--- config.mk ---
export PLATFORM = sky130hd
export DESIGN_NAME = reg_j_digit_tx
export DESIGN_NICKNAME = d
export VERILOG_FILES = /design/src/rtl/reg_j_digit_tx.sv
export SDC_FILE = /design/constraint.sdc
export NUM_CORES = 1
export LEC_CHECK = 0
export ABC_AREA = 1
export CORE_ASPECT_RATIO = 1.1
export CORE_UTILIZATION = 50
export CTS_BUF_LIST = sky130_fd_sc_hd__clkbuf_8 sky130_fd_sc_hd__clkbuf_16
export CTS_CLUSTER_DIAMETER = 30
export CTS_CLUSTER_SIZE = 30
export DETAILED_ROUTE_END_ITERATION = 10
export GPL_TIMING_DRIVEN = 0
export PLACE_DENSITY = 0.84
export SETUP_SLACK_MARGIN = 0.4
export SYNTH_ARGS = -nofsm -noshare
export SYNTH_HDL_FRONTEND = slang
export SYNTH_SLANG_ARGS = --single-unit
--- constraint.sdc ---
create_clock -name clk -period 2.5 [get_ports clk]
set_clock_uncertainty 0.15 [all_clocks]
set_input_delay 0.25 -clock clk [delete_from_list [all_inputs] [get_ports clk]]
set_output_delay 0.25 -clock clk [all_outputs]
set_load 0.02 [all_outputs]
--- src/rtl/reg_j_digit_tx.sv ---
// Octal digit serialiser: captures a WIDTH-bit word and emits it one 3-bit field
// per valid/ready handshake, MSB-first or LSB-first, with zero-bubble back-to-back loads.
module reg_j_digit_tx #(
    parameter int WIDTH     = 12,
    parameter bit MSB_FIRST = 1'b1
) (
    input  logic                          clk,
    input  logic                          rst_n,
    input  logic                          load_valid,
    output logic                          load_ready,
    input  logic [WIDTH-1:0]              load_word,
    input  logic                          flush,
    output logic                          dig_valid,
    input  logic                          dig_ready,
    output logic [2:0]                    dig_data,
    output logic [$clog2(WIDTH/3)-1:0]    dig_idx,
    output logic                          dig_last,
    output logic                          busy
);

    localparam int N  = WIDTH / 3;
    localparam int IW = $clog2(N);

    typedef enum logic {IDLE, SEND} state_t;

    state_t          state_q, state_d;
    logic [WIDTH-1:0] shreg_q, shreg_d;
    logic [IW-1:0]   cnt_q, cnt_d;
    logic [IW-1:0]   idx_q, idx_d;
    logic            last_q, last_d;
    logic [IW-1:0]   cnt_inc;
    logic            xfer;
    logic            accept;

    assign dig_valid  = (state_q == SEND);
    assign busy       = (state_q == SEND);
    assign dig_idx    = idx_q;
    assign dig_last   = last_q;
    // The current digit always sits at the end of the shift register that leaves first.
    assign dig_data   = MSB_FIRST ? shreg_q[WIDTH-1 -: 3] : shreg_q[2:0];

    assign xfer       = dig_valid && dig_ready;
    assign load_ready = (state_q == IDLE) || (xfer && last_q && !flush);
    assign accept     = load_valid && load_ready;
    assign cnt_inc    = cnt_q + IW'(1);

    // NOTE: every variable gets its hold value first so no path leaves it unassigned (no latch).
    always_comb begin
        state_d = state_q;
        shreg_d = shreg_q;
        cnt_d   = cnt_q;
        idx_d   = idx_q;
        last_d  = last_q;
        if (flush && (state_q == SEND)) begin
            state_d = IDLE;
            shreg_d = '0;
            cnt_d   = '0;
            idx_d   = '0;
            last_d  = 1'b0;
        end else if (accept) begin
            state_d = SEND;
            shreg_d = load_word;
            cnt_d   = '0;
            idx_d   = MSB_FIRST ? IW'(N - 1) : {IW{1'b0}};
            last_d  = (N == 1);
        end else if (xfer) begin
            if (last_q) begin
                state_d = IDLE;
                shreg_d = '0;
                cnt_d   = '0;
                idx_d   = '0;
                last_d  = 1'b0;
            end else begin
                shreg_d = MSB_FIRST ? {shreg_q[WIDTH-4:0], 3'b000}
                                    : {3'b000, shreg_q[WIDTH-1:3]};
                cnt_d   = cnt_inc;
                idx_d   = MSB_FIRST ? idx_q - IW'(1) : idx_q + IW'(1);
                last_d  = (cnt_inc == IW'(N - 1));
            end
        end
    end

    // NOTE: state registers use non-blocking assignments so all update together at the edge.
    always_ff @(posedge clk) begin
        if (!rst_n) begin
            state_q <= IDLE;
            shreg_q <= '0;
            cnt_q   <= '0;
            idx_q   <= '0;
            last_q  <= 1'b0;
        end else begin
            state_q <= state_d;
            shreg_q <= shreg_d;
            cnt_q   <= cnt_d;
            idx_q   <= idx_d;
            last_q  <= last_d;
        end
    end

endmodule

## After elaboration in Yosys (flattened, before gate mapping)

Cells that the tools add are included.

| operators by class | value |
|---|---|
| $add $sub $neg | 2 |
| multiply operators | 0 |
| divide/modulo/power cells | 0 |
| $lt $le $gt $ge | 0 |
| eq/ne operators | 1 |
| shift operators | 0 |
| multiplexer cells | 11 |
| bitwise gates (word level) | 2 |
| reductions and logical operators | 12 |

Operator list:

| kind | number |
|---|---|
| $mux 12 | 3 |
| $mux 2 | 4 |
| $logic_and 1x1->1 | 5 |
| $mux 1 | 4 |
| $reduce_bool 2->1 | 2 |
| $reduce_or 3->1 | 1 |
| $add 2x1->2 const B | 1 |
| $eq 2x2->1 const B | 1 |
| $not 1->1 | 2 |
| $reduce_and 2->1 | 1 |
| $reduce_or 2->1 | 1 |
| $sub 2x1->2 const B | 1 |
| $logic_not 1->1 | 1 |
| $logic_or 1x1->1 | 1 |

| storage, ports and cells | value |
|---|---|
| register bits after elaboration | 18 |
| latch bits | 0 |
| RAM bits | 0 |
| bits in read-only memories | 0 |
| logic and storage cells | 33 |
| memories kept | 0 |

## Depth between registers and ports, before layout

Gate-level depths: netlist of the first run.

| logic depth | value |
|---|---|
| word-level depth | 7 |
| gate-level depth with buffers | 7 |
| depth with buffers taken out | 7 |

## Worst setup path after synthesis of the first run

OpenSTA, ideal clock, no wires.

| timing | value |
|---|---|
| path type | reg2reg |
| start | register state_q (netlist: busy) |
| end | register shreg_q[3] |
| setup time | 0.118 ns |
| arrival time | 1.289 ns |
| data required time | 2.232 ns |
| setup slack | 0.942 ns |
| cell stages (with the launch flop) | 7 |
| path buffers | 0 |
| cells stage by stage | dfxtp_1 > nand2_2 > inv_1 > nor2_1 > nand3_1 > nand2_1 > a21oi_2 |

| on the way | value |
|---|---|
| cells in the longest elaborated chain, start to end | 6 |
| elaborated cells on any way between the ends | 10 |

Ends and longest elaborated chain:

| item | RTL line | RTL |
|---|---|---|
| start: declaration | 26 | `state_t state_q, state_d;` |
| start signal: assignment | 92 | `state_q <= state_d;` |
| $logic_and 1x1->1 | 42 | `assign xfer = dig_valid && dig_ready;` |
| $logic_and 1x1->1 (2 in series) | 43 | `assign load_ready = (state_q == IDLE) \|\| (xfer && last_q && !flush);` |
| $logic_or 1x1->1 * | 43 |  |
| named net load_ready | 10 | `output logic load_ready,` |
| $logic_and 1x1->1 * | 44 | `assign accept = load_valid && load_ready;` |
| $mux 12 or $reduce_bool 2->1 (tied branches) | - |  |
| end signal: assignment | 93 | `shreg_q <= shreg_d;` |
| end: declaration | 27 | `logic [WIDTH-1:0] shreg_q, shreg_d;` |

The timed path passes the listed nets; every way through them passes the cells marked *.
A chain may end at the register's enable or synchronous reset.

## Final worst setup path of the first run

| timing | value |
|---|---|
| start | register state_q (netlist: busy) |
| end | output dig_valid |

RTL lines:

| item | RTL line | RTL |
|---|---|---|
| end: declaration | 13 | `output logic dig_valid,` |

No word-level cell between the ends.

==> results of run 1 <==
## through the flow
step	std cells	setup slack (ns)	total power, W	instance area, um^2
after CTS	184	0.6119	0.0007655	1260
after detailed placement	180	0.3638	0.0005261	1206
final	184	0.6181	0.0007604	1260
after floorplan	138	0.9424	0.0004514	943.4
after global placement	180	0.3908	0.0005196	1206
after global routing	184	0.5198	0.0007973	1260
## cells by family after synthesis
| logic type | synth area share |
|---|---|
| AO/OA/AOI/OAI | 0.08355 |
| adder cells (fa/ha/maj) | 0.01326 |
| buffers and inverters | 0.1300 |
| flip-flops | 0.3820 |
| AND/OR/NAND/NOR | 0.3913 |
## worst max path at each step
stage | from | endpoint | slack (ns) | cells after the start
finish | busy | dig_valid | 0.62 | 2
global route | busy | load_ready | 0.52 | 4
CTS | busy | dig_valid | 0.61 | 2
detailed placement | flush | load_ready | 0.36 | 5
global placement | flush | load_ready | 0.39 | 5
floorplan | busy | shreg_q[3] | 0.94 | 6
## synthesized netlist by cell type
cell type,n
nand4_1,7
clkbuf_2,1
a21oi_1,7
inv_1,17
nand2_2,4
ha_1,1
buf_6,1
a21boi_0,1
nand3_1,10
nand2_1,31
buf_4,5
a211oi_2,1
nor2_2,1
nand3_4,1
nor2_1,25
a21oi_2,1
buf_2,1
nand3_2,1
dfxtp_1,18
o21ai_0,3
or2_2,1
## layout by cell type, fill, tap and decap left out, drive strengths merged
master	count
a211oi	1
a21boi	1
a21oi	8
buf	7
clkbuf	5
clkdlybuf4s50	23
dfxtp	18
dlygate4sd2	1
ha	1
inv	17
nand2	35
nand3	12
nand4	7
nor2	26
o21ai	3
or2	1
## layer usage
| layer | global-route usage | share of wire | vias to the layer above |
|---|---|---|---|
| li1 | - | - | 492 |
| met1 | 0.2494 | 0.45 | 426 |
| met2 | 0.3636 | 0.50 | 25 |
| met3 | 0.03396 | 0.039 | 4 |
| met4 | 0.1125 | 0.018 | 0 |
| met5 | 0 | 0 | - |
## worst register-to-register path, stage by stage, from the launching register on
cell and delay [ns]:
dfxtp_1 0.47, nand3_2 0.12, nand2_2 0.19, nand3_4 0.13
nand2_2 0.18, nor2_1 0.07, nor2_1 0.09, nor2_1 0.05
## power breakdown
part / total (W) / internal, W / switching, W
Combinational: 0.000195 / 0.0000899 / 0.000105
Sequential: 0.000325 / 0.000310 / 0.0000149
Clock: 0.000241 / 0.000140 / 0.000101
Total: 0.000760 / 0.000540 / 0.000221
## cell type report
type | count | area share
multi-input cells | 95 | 0.3654
flip-flops and latches | 18 | 0.2860
inverters | 17 | 0.05065
well taps | 18 | 0.01787
repair buffers | 24 | 0.1897
clock buffers | 4 | 0.04369
plain buffers | 8 | 0.04667
## flip-flops by register name, summed over array words and instances, names as in the netlist
name / flops
shreg_q: 12
dig_last: 1
cnt_q: 2
dig_idx: 2
busy: 1
==> metrics.yaml, run 1 <==
pwr:
  p_leak_nw: 0.5630
  p_per_area_nw_per_um2: 603.5
  vdd_drop_max_mv: 0.4862
place:
  io_buffer_count: 24
  dp_hpwl_um: 1476
  gp_congestion: 0.7195
logic_synthesis:
  synth_cell_types: 21
  synth_nets: 156
  synthTopCellsByArea: "dfxtp_1, nand2_1, nor2_1"
  synthCells: 138
  synth_area_um2: 943.4
  synth.top_cell.area_share: 0.3820
  yosysWarnings: 0
  ys_seq_area_frac: 0.3820
  synth-seq-cells: 18
  synth.avg_cell_area_um2: 6.836
  yosysTopAreaCell: "dfxtp_1"
clocking:
  cts-resized-gates: 1
  clk_latency_ns: 0.26
  postCtsHoldBufs: 0
  post_cts_buffers: 0
  cts_made_buffers: 3
  cts_max_level: 1
  clk_pin_slew_ns: 0.07
  cts_tree: "done"
  cts_buffer_depth: 2
  cts.sinks: 18
  cts_root_buf: "clkbuf_8"
status:
  status: "finished with violations"
  violations: "DRC"
sta:
  finalSetupViolCount: 0
  slew_headroom: 0.8164
  min_period_ns: 1.882
  timing.hold.ws_ns: 0.3300
  fmax_mhz: 531.4
  post-route-period-util: 0.7528
  hold_viol_final: 0
  worst_slew_pin_slew_ns: 0.2750
  finalMaxSlewViolations: 0
  finalSetupTns_ns: 0
  rsz0062_at_grt: "false"
routing:
  wl_um: 2076
  vias_per_cell: 5.147
  wl_per_cell_um: 11.28
  routed-via-count: 947
  firstDrtPassIters: 7
  drtIter0Drc: 19
  antenna_left: 0
  drc_errors: 2
global_route:
  grt_pass1_vias: 716
  grt_max_degree: 11
  grt_usage: 0.2077
  grt-ovfl-total: 0
  antenna_found_initial: 0
  grt_pass1_wl_um: 3077
cells_and_area:
  synthToLayoutAreaGrowth_pct: 33.55
  final_util: 0.7072
  multiInputGateArea_um2: 460.4
  diodes: 0
  nNetsFinal: 185
  fill_cells: 161
  regArea_um2: 360.3
  layout-drive-gt1-share: 0.1325
die:
  rows: 16
  dieArea_um2: 2065
  core_um2: 1782
  die_h_um: 47.56
  io_pins: 26
  initial_core_util: 0.5295
  die_w_um: 43.42
setup_path:
  cp-end-kind: "output port"
  r2r-start: "dig_last"
  timing.setup.critical_path_class: "reg2out"
  crit_path_cell_trace: "buf_4 -> clkdlybuf4s50_1"
  cp_slowest_stage_delay_ns: 0.59
  required_ns: 2.10
  crit_fanout: 7
  slowest_stage: "clkdlybuf4s50_1"
  crit_arrival_ns: 1.48
  reg2reg_depth: 7
  path_delay_family: "buffers and inverters"
  r2r_end: "shreg_q[8]"
  worst-path-buf-inv: 2
  crit_path_start_kind: "register"
  r2r_slack_ns: 0.93
hold_path:
  min_path_cells: 2
  holdCritStartpoint: "shreg_q[0]"
  whs_endpoint: "shreg_q[0]"
  holdCritPathClass: "reg2reg"
run:
  cap_violations: 0
No activity file was read; power rests on OpenSTA's default activity.
==> run 2, diff against run 1 <==
CORE_UTILIZATION = 42   (was 50)
PLACE_DENSITY = 0.75   (was 0.84)
clock period = 1.7 ns   (was 2.5 ns; I/O delays follow)
==> run 2 against run 1 <==
The flow now finishes without violations; register-to-register slack got worse by 0.69 ns; critical path type is now reg2reg; core utilization rose by 2.1 points; total power grew 55%; non-clock buffer count is 14 higher; highest routed layer unchanged; combinational power up 100%.
==> metrics.yaml, run 2 (same netlist as run 1, synthesis figures left out) <==
status:
  status: "finished clean"
sta:
  finalSetupTns_ns: 0  # unchanged
  worst_slew_pin_slew_ns: 0.3384  # +0.06332 ns
  slew_headroom: 0.7744  # -0.04196
  rsz0062_at_grt: "true"
  hold_viol_final: 0  # unchanged
  min_period_ns: 1.456
  post-route-period-util: 0.8562
  finalMaxSlewViolations: 0  # unchanged
  setup_ws_ns: 0.2444  # -0.3736 ns
  fmax_mhz: 687.0
  finalSetupViolCount: 0  # unchanged
die:
  core_um2: 2063  # +16%
  die_h_um: 51.71  # +8.7%
  die_w_um: 47.19  # +8.7%
  dieArea_um2: 2440  # +18%
  initial_core_util: 0.4572  # -0.07225
  io_pins: 26  # unchanged
  rows: 17  # +1
cells_and_area:
  diodes: 0  # unchanged
  layout_commonest_cell: "nand2_1"
  final_util: 0.7277  # +0.02055
  largest_register_ffs: 12  # unchanged
  final_cell_mix: "nand2_1, nor2_1, inv_1, dfxtp_1, buf_4"
  final_area_um2: 1501  # +19%
  nNetsFinal: 199  # +7.6%
  layout-drive-gt1-share: 0.3240  # +0.1915
  synthToLayoutAreaGrowth_pct: 59.15
  largest_register: "shreg_q"
place:
  pre_cts_ws_ns: -0.2565  # -0.6203 ns
  gp_congestion: 0.7459  # +3.7%
  io_buffer_count: 24  # unchanged
  dp_hpwl_um: 1499  # +1.6%
  place_area_um2: 1234  # +2.3%
pwr:
  vdd_drop_max_mv: 0.6508  # +34%
  p_per_area_nw_per_um2: 785.6  # +30%
  p_leak_nw: 0.6560  # +17%
routing:
  vias_per_cell: 4.971  # -3.4%
  wl_um: 2677  # +29%
  wl_per_cell_um: 12.93  # +15%
  firstDrtPassIters: 4  # -3
  routed-via-count: 1029  # +8.7%
  antenna_left: 0  # unchanged
  drc_errors: 0  # -2
  drtIter0Drc: 24  # +5
clocking:
  clk_pin_slew_ns: 0.07  # about the same
  cts_tree: "done"
  cts_made_buffers: 3  # unchanged
  cts_root_buf: "clkbuf_8"
  clk_latency_ns: 0.26  # about the same
  postCtsHoldBufs: 0  # unchanged
  cts_max_level: 1  # unchanged
  cts.sinks: 18  # unchanged
  cts_buffer_depth: 2  # unchanged
hold_path:
  holdCritPathClass: "in2reg"
setup_path:
  crit_arrival_ns: 1.50  # +0.02 ns
  crit_path_start_kind: "register"
  cp-end-kind: "register"
  crit_fanout: 6  # -1
  required_ns: 1.75  # -0.35 ns
  timing.setup.critical_path_class: "reg2reg"
global_route:
  grt_pass1_wl_um: 3864  # +26%
  grt_usage: 0.2278  # +0.02010
  grt-ovfl-total: 0  # unchanged
  grt_max_degree: 11  # unchanged
  antenna_found_initial: 0  # unchanged
  grt_pass1_vias: 900  # +26%
run:
  cap_violations: 0  # unchanged
[run 2: worst paths after layout]
| check | from | to | slack, ns | cells past startpoint |
|---|---|---|---|---|
| worst max register to register | busy | shreg_q[3] | 0.24 | 8 |
| worst min-delay path | load_valid | shreg_q[10] | 0.25 | 4 |
| worst min register to register | shreg_q[2] | shreg_q[2] | 0.32 | 2 |
| worst max-delay path | busy | shreg_q[3] | 0.24 | 8 |
[run 2: through the flow]
stage / cells / hold slack [ns] / power (W)
after global placement: 190 / 0.3111 / 0.0007692
final: 207 / 0.2454 / 0.001180
after detailed placement: 190 / 0.3215 / 0.0007764
after global routing: 207 / 0.2950 / 0.001223
after CTS: 199 / 0.2547 / 0.001110
after floorplan: 138 / 0.1673 / 0.0006668
[run 2: final cells by class]
| class | count | area, um^2 |
|---|---|---|
| inverter | 17 | 63.81 |
| clock buffer | 3 | 41.29 |
| timing repair buffer | 38 | 345.3 |
| fill | 163 | 561.8 |
| buffer | 8 | 62.56 |
| multi-input combinational | 95 | 585.6 |
| tap | 28 | 35.03 |
| sequential | 18 | 367.9 |
[run 2: power by group]
part | leakage (nW) | switching (W) | internal [W]
Sequential | 0.149 | 0.0000235 | 0.000454
Clock | 0.0216 | 0.000152 | 0.000158
Combinational | 0.485 | 0.000208 | 0.000183
Total | 0.656 | 0.000384 | 0.000796
[run 2: metal layers]
metal,global-route usage,wire length (um)
met1,0.2749,1137
met2,0.3750,1351
met3,0.03819,122
met4,0.1190,65
met5,0,0
[run 2: worst max-delay path, stage by stage (launching register included)]
cell,delay [ns]
dfxtp_4,0.37
buf_6,0.13
buf_6,0.12
nand2_8,0.07
nand3_4,0.14
buf_6,0.19
nand2_2,0.05
nand2_2,0.05
a21oi_2,0.12
[run 2: what timing repair did]
action,CTS,global route
endpoints found under the setup margin,27,24
endpoints found under the hold margin,0,0
gates cloned,1,1
resized for setup,39,27
pin swaps,4,10
buffers inserted,5,7
